File: src/rtl/uart_frame_pkg.sv
// Shared constants, status codes and parser state encoding for the UART command-frame parser.
package uart_frame_pkg;

  localparam logic [7:0] HDR_BYTE  = 8'hAA;
  localparam logic [7:0] RESP_FLAG = 8'h80;

  localparam logic [7:0] CMD_SET_LED = 8'h01;
  localparam logic [7:0] CMD_GET_LED = 8'h02;

  localparam logic [7:0] ST_OK      = 8'h00;
  localparam logic [7:0] ST_BAD_CHK = 8'h01;
  localparam logic [7:0] ST_BAD_LEN = 8'h02;
  localparam logic [7:0] ST_BAD_CMD = 8'h03;

  typedef enum logic [2:0] {
    S_HUNT,
    S_CMD,
    S_LEN,
    S_DATA,
    S_CHK,
    S_RESP
  } state_t;

  function automatic logic cmd_known(input logic [7:0] cmd);
    return (cmd == CMD_SET_LED) || (cmd == CMD_GET_LED);
  endfunction

endpackage

File: src/rtl/uart_frame_parser_if.sv
// RX/TX FIFO handshake bundle between the frame parser (master) and the UART FIFOs (slave).
interface uart_frame_parser_if;
  logic       Empty_Sig;
  logic       Read_Req_Sig;
  logic [7:0] FIFO_Read_Data;
  logic       Full_Sig;
  logic       Write_Req_Sig;
  logic [7:0] FIFO_Write_Data;

  modport master (
    input  Empty_Sig, FIFO_Read_Data, Full_Sig,
    output Read_Req_Sig, Write_Req_Sig, FIFO_Write_Data
  );

  modport slave (
    output Empty_Sig, FIFO_Read_Data, Full_Sig,
    input  Read_Req_Sig, Write_Req_Sig, FIFO_Write_Data
  );
endinterface

File: src/rtl/uart_resp_tx.sv
// Serializes the 4-byte response frame into the TX FIFO, stalling on full; done pulses with the last write.
module uart_resp_tx
  import uart_frame_pkg::*;
(
  input  logic       CLK,
  input  logic       RST,
  input  logic       en,
  input  logic       full,
  input  logic [7:0] cmd,
  input  logic [7:0] status,
  input  logic [3:0] led,
  output logic       wr_req,
  output logic [7:0] wr_data,
  output logic       done
);

  logic [1:0] idx_q, idx_d;
  logic [7:0] cur_byte;

  always_comb begin
    idx_d   = idx_q;
    done    = 1'b0;
    wr_req  = en && !full;
    case (idx_q)
      2'd0:    cur_byte = HDR_BYTE;
      2'd1:    cur_byte = cmd | RESP_FLAG;
      2'd2:    cur_byte = status;
      default: cur_byte = {4'b0, led};
    endcase
    wr_data = wr_req ? cur_byte : 8'h00;
    if (!en) begin
      idx_d = '0;
    end else if (wr_req) begin
      idx_d = idx_q + 2'd1;
      done  = (idx_q == 2'd3);
    end
  end

  always_ff @(posedge CLK) begin
    if (RST) idx_q <= '0;
    else     idx_q <= idx_d;
  end

endmodule

File: src/rtl/uart_frame_parser.sv
// UART command-frame parser: hunts AA/CMD/LEN/payload/CHK frames, drives the LED register, answers via TX FIFO.
// Optional macro UART_FRAME_STATS_EN enables saturating good/bad frame counters.
//
// state  | meaning
// HUNT   | discard bytes until header 0xAA
// CMD    | capture command byte, seed checksum
// LEN    | capture length, reject oversize length
// DATA   | accumulate payload checksum, first byte is the argument
// CHK    | compare checksum, execute, pulse Frame_Ok/Frame_Err
// RESP   | emit 4-byte response, no RX reads
module uart_frame_parser
  import uart_frame_pkg::*;
#(
  parameter int MAX_LEN        = 8,
  parameter int TIMEOUT_CYCLES = 500000
) (
  input  logic                CLK,
  input  logic                RST,
  uart_frame_parser_if.master bus,
  output logic [3:0]          LED_OUT,
  output logic                Frame_Ok,
  output logic                Frame_Err,
  output logic [15:0]         Good_Cnt,
  output logic [15:0]         Bad_Cnt
);

  localparam int              TW       = $clog2(TIMEOUT_CYCLES + 1);
  localparam logic [TW-1:0]   TMO_LAST = TW'(TIMEOUT_CYCLES - 1);
  localparam logic [7:0]      MAX_LEN_B = 8'(MAX_LEN);

  state_t        state_q, state_d;
  logic          rd_pend_q, rd_pend_d;
  logic [7:0]    cmd_q, cmd_d, len_q, len_d, chk_q, chk_d, status_q, status_d;
  logic [7:0]    data_idx_q, data_idx_d;
  logic [3:0]    arg_q, arg_d, led_q, led_d;
  logic          ok_q, ok_d, err_q, err_d;
  logic [TW-1:0] tmo_q, tmo_d;
  logic          rd_req, rd_valid, tx_done;
  logic [7:0]    rx_byte;

  assign rx_byte  = bus.FIFO_Read_Data;
  assign rd_valid = rd_pend_q;
  // Reads stop during RESP so the response is never interleaved with a new frame.
  assign rd_req   = !bus.Empty_Sig && !rd_pend_q && (state_q != S_RESP) && !RST;

  always_comb begin
    state_d    = state_q;
    rd_pend_d  = rd_req;
    cmd_d      = cmd_q;
    len_d      = len_q;
    chk_d      = chk_q;
    status_d   = status_q;
    data_idx_d = data_idx_q;
    arg_d      = arg_q;
    led_d      = led_q;
    ok_d       = 1'b0;
    err_d      = 1'b0;
    tmo_d      = '0;
    case (state_q)
      S_HUNT: if (rd_valid && rx_byte == HDR_BYTE) state_d = S_CMD;
      S_CMD: if (rd_valid) begin
        cmd_d   = rx_byte;
        chk_d   = rx_byte;
        state_d = S_LEN;
      end
      S_LEN: if (rd_valid) begin
        len_d      = rx_byte;
        chk_d      = chk_q ^ rx_byte;
        data_idx_d = '0;
        if (rx_byte > MAX_LEN_B) begin
          status_d = ST_BAD_LEN;
          err_d    = 1'b1;
          state_d  = S_RESP;
        end else if (rx_byte == 8'd0) begin
          state_d = S_CHK;
        end else begin
          state_d = S_DATA;
        end
      end
      S_DATA: if (rd_valid) begin
        chk_d      = chk_q ^ rx_byte;
        data_idx_d = data_idx_q + 8'd1;
        if (data_idx_q == 8'd0) arg_d = rx_byte[3:0];
        if (data_idx_q == len_q - 8'd1) state_d = S_CHK;
      end
      S_CHK: if (rd_valid) begin
        if (chk_q != rx_byte)                          status_d = ST_BAD_CHK;
        else if (!cmd_known(cmd_q))                    status_d = ST_BAD_CMD;
        else if (cmd_q == CMD_SET_LED && len_q == 8'd0) status_d = ST_BAD_LEN;
        else                                           status_d = ST_OK;
        if (status_d == ST_OK) begin
          ok_d = 1'b1;
          if (cmd_q == CMD_SET_LED) led_d = arg_q;
        end else begin
          err_d = 1'b1;
        end
        state_d = S_RESP;
      end
      S_RESP: if (tx_done) state_d = S_HUNT;
      default: state_d = S_HUNT;
    endcase
    // An arriving byte always beats an expiring gap timer.
    if (state_q inside {S_CMD, S_LEN, S_DATA, S_CHK} && !rd_valid) begin
      if (tmo_q == TMO_LAST) begin
        err_d   = 1'b1;
        state_d = S_HUNT;
      end else begin
        tmo_d = tmo_q + TW'(1);
      end
    end
  end

  always_ff @(posedge CLK) begin
    if (RST) begin
      state_q    <= S_HUNT;
      rd_pend_q  <= 1'b0;
      cmd_q      <= '0;
      len_q      <= '0;
      chk_q      <= '0;
      status_q   <= '0;
      data_idx_q <= '0;
      arg_q      <= '0;
      led_q      <= '0;
      ok_q       <= 1'b0;
      err_q      <= 1'b0;
      tmo_q      <= '0;
    end else begin
      state_q    <= state_d;
      rd_pend_q  <= rd_pend_d;
      cmd_q      <= cmd_d;
      len_q      <= len_d;
      chk_q      <= chk_d;
      status_q   <= status_d;
      data_idx_q <= data_idx_d;
      arg_q      <= arg_d;
      led_q      <= led_d;
      ok_q       <= ok_d;
      err_q      <= err_d;
      tmo_q      <= tmo_d;
    end
  end

  uart_resp_tx u_resp_tx (
    .CLK     (CLK),
    .RST     (RST),
    .en      ((state_q == S_RESP) && !RST),
    .full    (bus.Full_Sig),
    .cmd     (cmd_q),
    .status  (status_q),
    .led     (led_q),
    .wr_req  (bus.Write_Req_Sig),
    .wr_data (bus.FIFO_Write_Data),
    .done    (tx_done)
  );

  assign bus.Read_Req_Sig = rd_req;
  assign LED_OUT          = led_q;
  assign Frame_Ok         = ok_q;
  assign Frame_Err        = err_q;

`ifdef UART_FRAME_STATS_EN
  logic [15:0] good_q, good_d, bad_q, bad_d;

  always_comb begin
    good_d = good_q;
    bad_d  = bad_q;
    if (ok_d && good_q != 16'hFFFF) good_d = good_q + 16'd1;
    if (err_d && bad_q != 16'hFFFF) bad_d = bad_q + 16'd1;
  end

  always_ff @(posedge CLK) begin
    if (RST) begin
      good_q <= '0;
      bad_q  <= '0;
    end else begin
      good_q <= good_d;
      bad_q  <= bad_d;
    end
  end

  assign Good_Cnt = good_q;
  assign Bad_Cnt  = bad_q;
`else
  assign Good_Cnt = '0;
  assign Bad_Cnt  = '0;
`endif

endmodule

File: src/flat_wrapper.sv
// flat-port wrapper written by rule: the top's interface ports become plain ports
module uart_frame_parser_flat import uart_frame_pkg::*;
#(
  parameter int MAX_LEN        = 8,
  parameter int TIMEOUT_CYCLES = 500000
)
  (CLK, RST, LED_OUT, Frame_Ok, Frame_Err, Good_Cnt, Bad_Cnt, bus_Empty_Sig, bus_FIFO_Read_Data, bus_Full_Sig, bus_Read_Req_Sig, bus_Write_Req_Sig, bus_FIFO_Write_Data);
  uart_frame_parser_if bus_i ();
  input  logic CLK;
  input  logic RST;
  output logic [3:0] LED_OUT;
  output logic Frame_Ok;
  output logic Frame_Err;
  output logic [15:0] Good_Cnt;
  output logic [15:0] Bad_Cnt;
  input wire logic [$bits(bus_i.Empty_Sig)-1:0] bus_Empty_Sig;
  input wire logic [$bits(bus_i.FIFO_Read_Data)-1:0] bus_FIFO_Read_Data;
  input wire logic [$bits(bus_i.Full_Sig)-1:0] bus_Full_Sig;
  output wire logic [$bits(bus_i.Read_Req_Sig)-1:0] bus_Read_Req_Sig;
  output wire logic [$bits(bus_i.Write_Req_Sig)-1:0] bus_Write_Req_Sig;
  output wire logic [$bits(bus_i.FIFO_Write_Data)-1:0] bus_FIFO_Write_Data;
  assign bus_i.Empty_Sig = bus_Empty_Sig;
  assign bus_i.FIFO_Read_Data = bus_FIFO_Read_Data;
  assign bus_i.Full_Sig = bus_Full_Sig;
  assign bus_Read_Req_Sig = bus_i.Read_Req_Sig;
  assign bus_Write_Req_Sig = bus_i.Write_Req_Sig;
  assign bus_FIFO_Write_Data = bus_i.FIFO_Write_Data;
  uart_frame_parser #(.MAX_LEN(MAX_LEN), .TIMEOUT_CYCLES(TIMEOUT_CYCLES)) u_core (.CLK(CLK), .RST(RST), .bus(bus_i), .LED_OUT(LED_OUT), .Frame_Ok(Frame_Ok), .Frame_Err(Frame_Err), .Good_Cnt(Good_Cnt), .Bad_Cnt(Bad_Cnt));
endmodule
File: config.mk
export PLATFORM = sky130hd
export DESIGN_NAME = uart_frame_parser_flat
export DESIGN_NICKNAME = d
export VERILOG_FILES = /design/src/rtl/uart_frame_pkg.sv /design/src/rtl/uart_frame_parser_if.sv /design/src/rtl/uart_resp_tx.sv /design/src/rtl/uart_frame_parser.sv /design/src/flat_wrapper.sv
export SDC_FILE = /design/constraint.sdc
export NUM_CORES = 1
export LEC_CHECK = 0
export CORE_MARGIN = 2
export CORE_UTILIZATION = 55
export CTS_CLUSTER_SIZE = 24
export DETAILED_ROUTE_END_ITERATION = 8
export PLACE_DENSITY = 0.81
export SLEW_MARGIN = 20
export SYNTH_ARGS = -nofsm -noshare
export SYNTH_HDL_FRONTEND = slang
export SYNTH_HIERARCHICAL = 1
export SYNTH_SLANG_ARGS = --single-unit
File: constraint.sdc
create_clock -name CLK -period 2.25 [get_ports CLK]
set_input_delay 0.45 -clock CLK [delete_from_list [all_inputs] [get_ports CLK]]
set_output_delay 0.45 -clock CLK [all_outputs]
set_load 0.02 [all_outputs]
==> results.sh <==
export IMPL_p_per_area_nw_per_um2=531
export IMPL_fmax_ghz=0.457
export IMPL_drt_iter0_markers=194
export IMPL_diodes=0
export IMPL_syn_area_um2=4060
export IMPL_cts_setup_buffers=0
export IMPL_ys_seq_area_frac=0.340
export IMPL_port_buffers=27
export IMPL_die_h_um=89.9
export IMPL_r2r_end="u_core/state_q[1]"
export IMPL_skew_ns=0.00915
export IMPL_rsz0062_at_grt="no"
export IMPL_area_growth_pct=15.8
export IMPL_synth_edff_count=0
export IMPL_hold_path_depth=1
export IMPL_synth_distinct_cells=57
export IMPL_cts_made_buffers=9
export IMPL_grt_antenna_before_repair=0
export IMPL_cts_resized=37
export IMPL_place_hpwl_mm=6.63
export IMPL_die_area_um2=8080
export IMPL_synth_async_reset_ratio=0
export IMPL_worstHoldStart="u_core/tmo_q[0]"
export IMPL_stdcell_area_um2=4700
export IMPL_vias_per_cell=5.37
export IMPL_cp_max_fo=9
export IMPL_min_period_ns=2.19
export IMPL_worstRegToRegCells=7
export IMPL_drc_errors=0
export IMPL_nets=571
export IMPL_clk_latency_ns=0.34
export IMPL_p_leak_nw=1.78
export IMPL_core_area_um2=7210
export IMPL_cap_violations=0
export IMPL_io_pins=60
export IMPL_synth_warnings=6
export IMPL_wirelength_mm=9.32
export IMPL_gp_congestion=0.940
export IMPL_final_setup_viol_count=0
export IMPL_clk_path_buf_depth=2
export IMPL_grt_ovfl_total=0
export IMPL_place_area_um2=4520
export IMPL_grt_start_max_net_pins=48
export IMPL_syn_avg_cell_area_um2=8.17
export IMPL_finalCoreUtilization=0.651
export IMPL_yosys_register_bits=69
export IMPL_grt_pass1_wl_mm=15.3
export IMPL_cp_start_kind="input pin"
export IMPL_ant_nets=0
export IMPL_grt_pass1_vias=3274
export IMPL_layout_drive_gt1_share=0.155
export IMPL_ir_drop_uv=318
export IMPL_cp_data_arrival_time_ns=1.74
export IMPL_syn_inst=497
export IMPL_fp_row_count=31
export IMPL_cts_clk_slew_worst_paths_ns=0.07
export IMPL_cts_sinks=69
export IMPL_r2r_setup_slack_ns=0.27
export IMPL_cts_tree="built"
export IMPL_synth_main_ff_cell="dfxtp_1"
export IMPL_wl_per_cell_um=14.2
export IMPL_reg2reg_from="u_core/len_q[0]"
export IMPL_drt_first_pass_iters=5
export IMPL_hold_path_class="flop to flop"
export IMPL_dieWidth_um=89.9
export IMPL_start_util=0.563
export IMPL_root_buffer="clkbuf_8"
export IMPL_cts_hold_fix_buffers=0
export IMPL_cp_required_ns=1.80
export IMPL_status="completed"
export IMPL_min_to="u_core/tmo_q[0]"
export IMPL_finalHoldViolCount=0
export IMPL_track_usage=0.232
export IMPL_vias=3518
export IMPL_slew_headroom=0.626
export IMPL_criticalPathCategory="input pin to output pin"
export IMPL_crit_path_end_kind="output pin"
export IMPL_slew_viol_final=0
export IMPL_period_share=0.972
export IMPL_tightestPinTransition_ns=0.560
export IMPL_h_tree_depth=3
[metal layers]
metal  part of all wire  track usage  vias up
met5                  0            0        -
met4              0.016       0.0833        0
met3              0.050       0.0377       11
met2               0.48        0.390      117
met1               0.45        0.302     1667
li1                   -            -     1723
[worst max path at each step]
stage	start	end	slack [ns]	depth (start not counted)
after floorplan	u_core/len_q[0]	u_core/LED_OUT[0]	0.20	9
after global placement	RST	bus_FIFO_Write_Data[1]	-0.29	6
after detailed placement	RST	bus_FIFO_Write_Data[3]	-0.44	6
after CTS	RST	bus_FIFO_Write_Data[6]	0.0009	6
after global routing	RST	bus_FIFO_Write_Data[7]	0.005	6
final	RST	bus_FIFO_Write_Data[2]	0.06	6
[area by class of cell]
| class | instances | area (um2) |
|---|---|---|
| Inverter | 14 | 52.6 |
| Clock inverter | 5 | 60.1 |
| Fill cell | 617 | 2520 |
| Multi-Input combinational cell | 395 | 2420 |
| Tap cell | 99 | 124 |
| Clock buffer | 11 | 141 |
| Sequential cell | 69 | 1380 |
| Timing Repair Buffer | 62 | 517 |
[per-stage QoR]
| stage | instances | hold WS, ns | total power, mW | setup WS (ns) | setup TNS, ns |
|---|---|---|---|---|---|
| 2_1_floorplan | 534 | 0.426 | 1.45 | 0.196 | 0 |
| 3_3_place_gp | 639 | 0.440 | 1.48 | -0.289 | -2.91 |
| 3_5_place_dp | 639 | 0.462 | 1.48 | -0.437 | -4.51 |
| 4_1_cts | 655 | 0.487 | 2.51 | 0.000926 | 0 |
| 5_1_grt | 655 | 0.507 | 2.58 | 0.00497 | 0 |
| 6_report | 655 | 0.477 | 2.49 | 0.0638 | 0 |
[cell families (layout without fill, tap and decap cells)]
logic type,Yosys count,in the layout,synth area share
AO/OA/AOI/OAI,61,61,0.105
XOR/XNOR,50,50,0.108
adder cells (fa/ha/maj),8,8,0.0247
buffers and inverters,70,92,0.102
flip-flops,69,69,0.340
multiplexers,9,9,0.0222
other,1,38,0.000924
AND/OR/NAND/NOR,229,229,0.298
[Yosys cell counts (7+ instances only)]
| master | count | area (um2) |
|---|---|---|
| nor2_1 | 63 | 236 |
| dfxtp_1 | 69 | 1380 |
| nor3_1 | 14 | 70.1 |
| buf_4 | 34 | 255 |
| nand2b_1 | 16 | 100 |
| and3_1 | 7 | 43.8 |
| xnor2_1 | 26 | 228 |
| nand3_1 | 13 | 65.1 |
| nand2_1 | 64 | 240 |
| xor2_1 | 24 | 210 |
| nand4_1 | 9 | 56.3 |
| mux2i_1 | 9 | 90.1 |
| inv_1 | 12 | 45.0 |
| ha_1 | 8 | 100 |
| a21oi_1 | 21 | 105 |
| clkbuf_1 | 14 | 52.6 |
[worst max-delay path, stage by stage]
cell             delay (ns)
clkdlybuf4s50_1        0.45
nor3_2                 0.20
buf_4                  0.15
nand2b_4               0.11
nor3_2                 0.18
buf_2                  0.18
[state kept, by name, indices dropped and copies added, names as in the netlist, 2 cells and up]
name	cells
u_core/state_q	3
u_core/data_idx_q	8
u_core/len_q	8
u_core/chk_q	8
u_core/tmo_q	19
u_core/u_resp_tx/idx_q	2
u_core/cmd_q	8
u_core/arg_q	4
u_core/status_q	2
u_core/LED_OUT	4
[where the power goes]
group          total, mW  internal, mW  switching (mW)
Combinational      0.226        0.0774           0.148
Sequential          1.24          1.23         0.00686
Clock               1.03         0.545           0.487
Total               2.49          1.85           0.642
[cells in the final DEF (no fill, tap or decap), types with 3 or more instances in the layout]
| cell type | n |
|---|---|
| a211oi_1 | 4 |
| a21oi_1 | 21 |
| a221oi_2 | 5 |
| a31oi_1 | 3 |
| a41oi_1 | 3 |
| and3_1 | 7 |
| buf_2 | 7 |
| buf_4 | 35 |
| clkbuf_8 | 10 |
| clkdlybuf4s50_1 | 17 |
| conb_1 | 38 |
| dfxtp_1 | 69 |
| ha_1 | 7 |
| inv_1 | 12 |
| mux2i_1 | 9 |
| nand2_1 | 64 |
| nand2b_1 | 16 |
| nand3_1 | 13 |
| nand4_1 | 9 |
| nor2_1 | 63 |
| nor2b_1 | 6 |
| nor3_1 | 13 |
| nor3_2 | 7 |
| nor4_1 | 6 |
| nor4b_1 | 3 |
| o21ai_0 | 5 |
| o21ai_1 | 6 |
| xnor2_1 | 26 |
| xor2_1 | 24 |
Power figures use the tool's default switching activity.
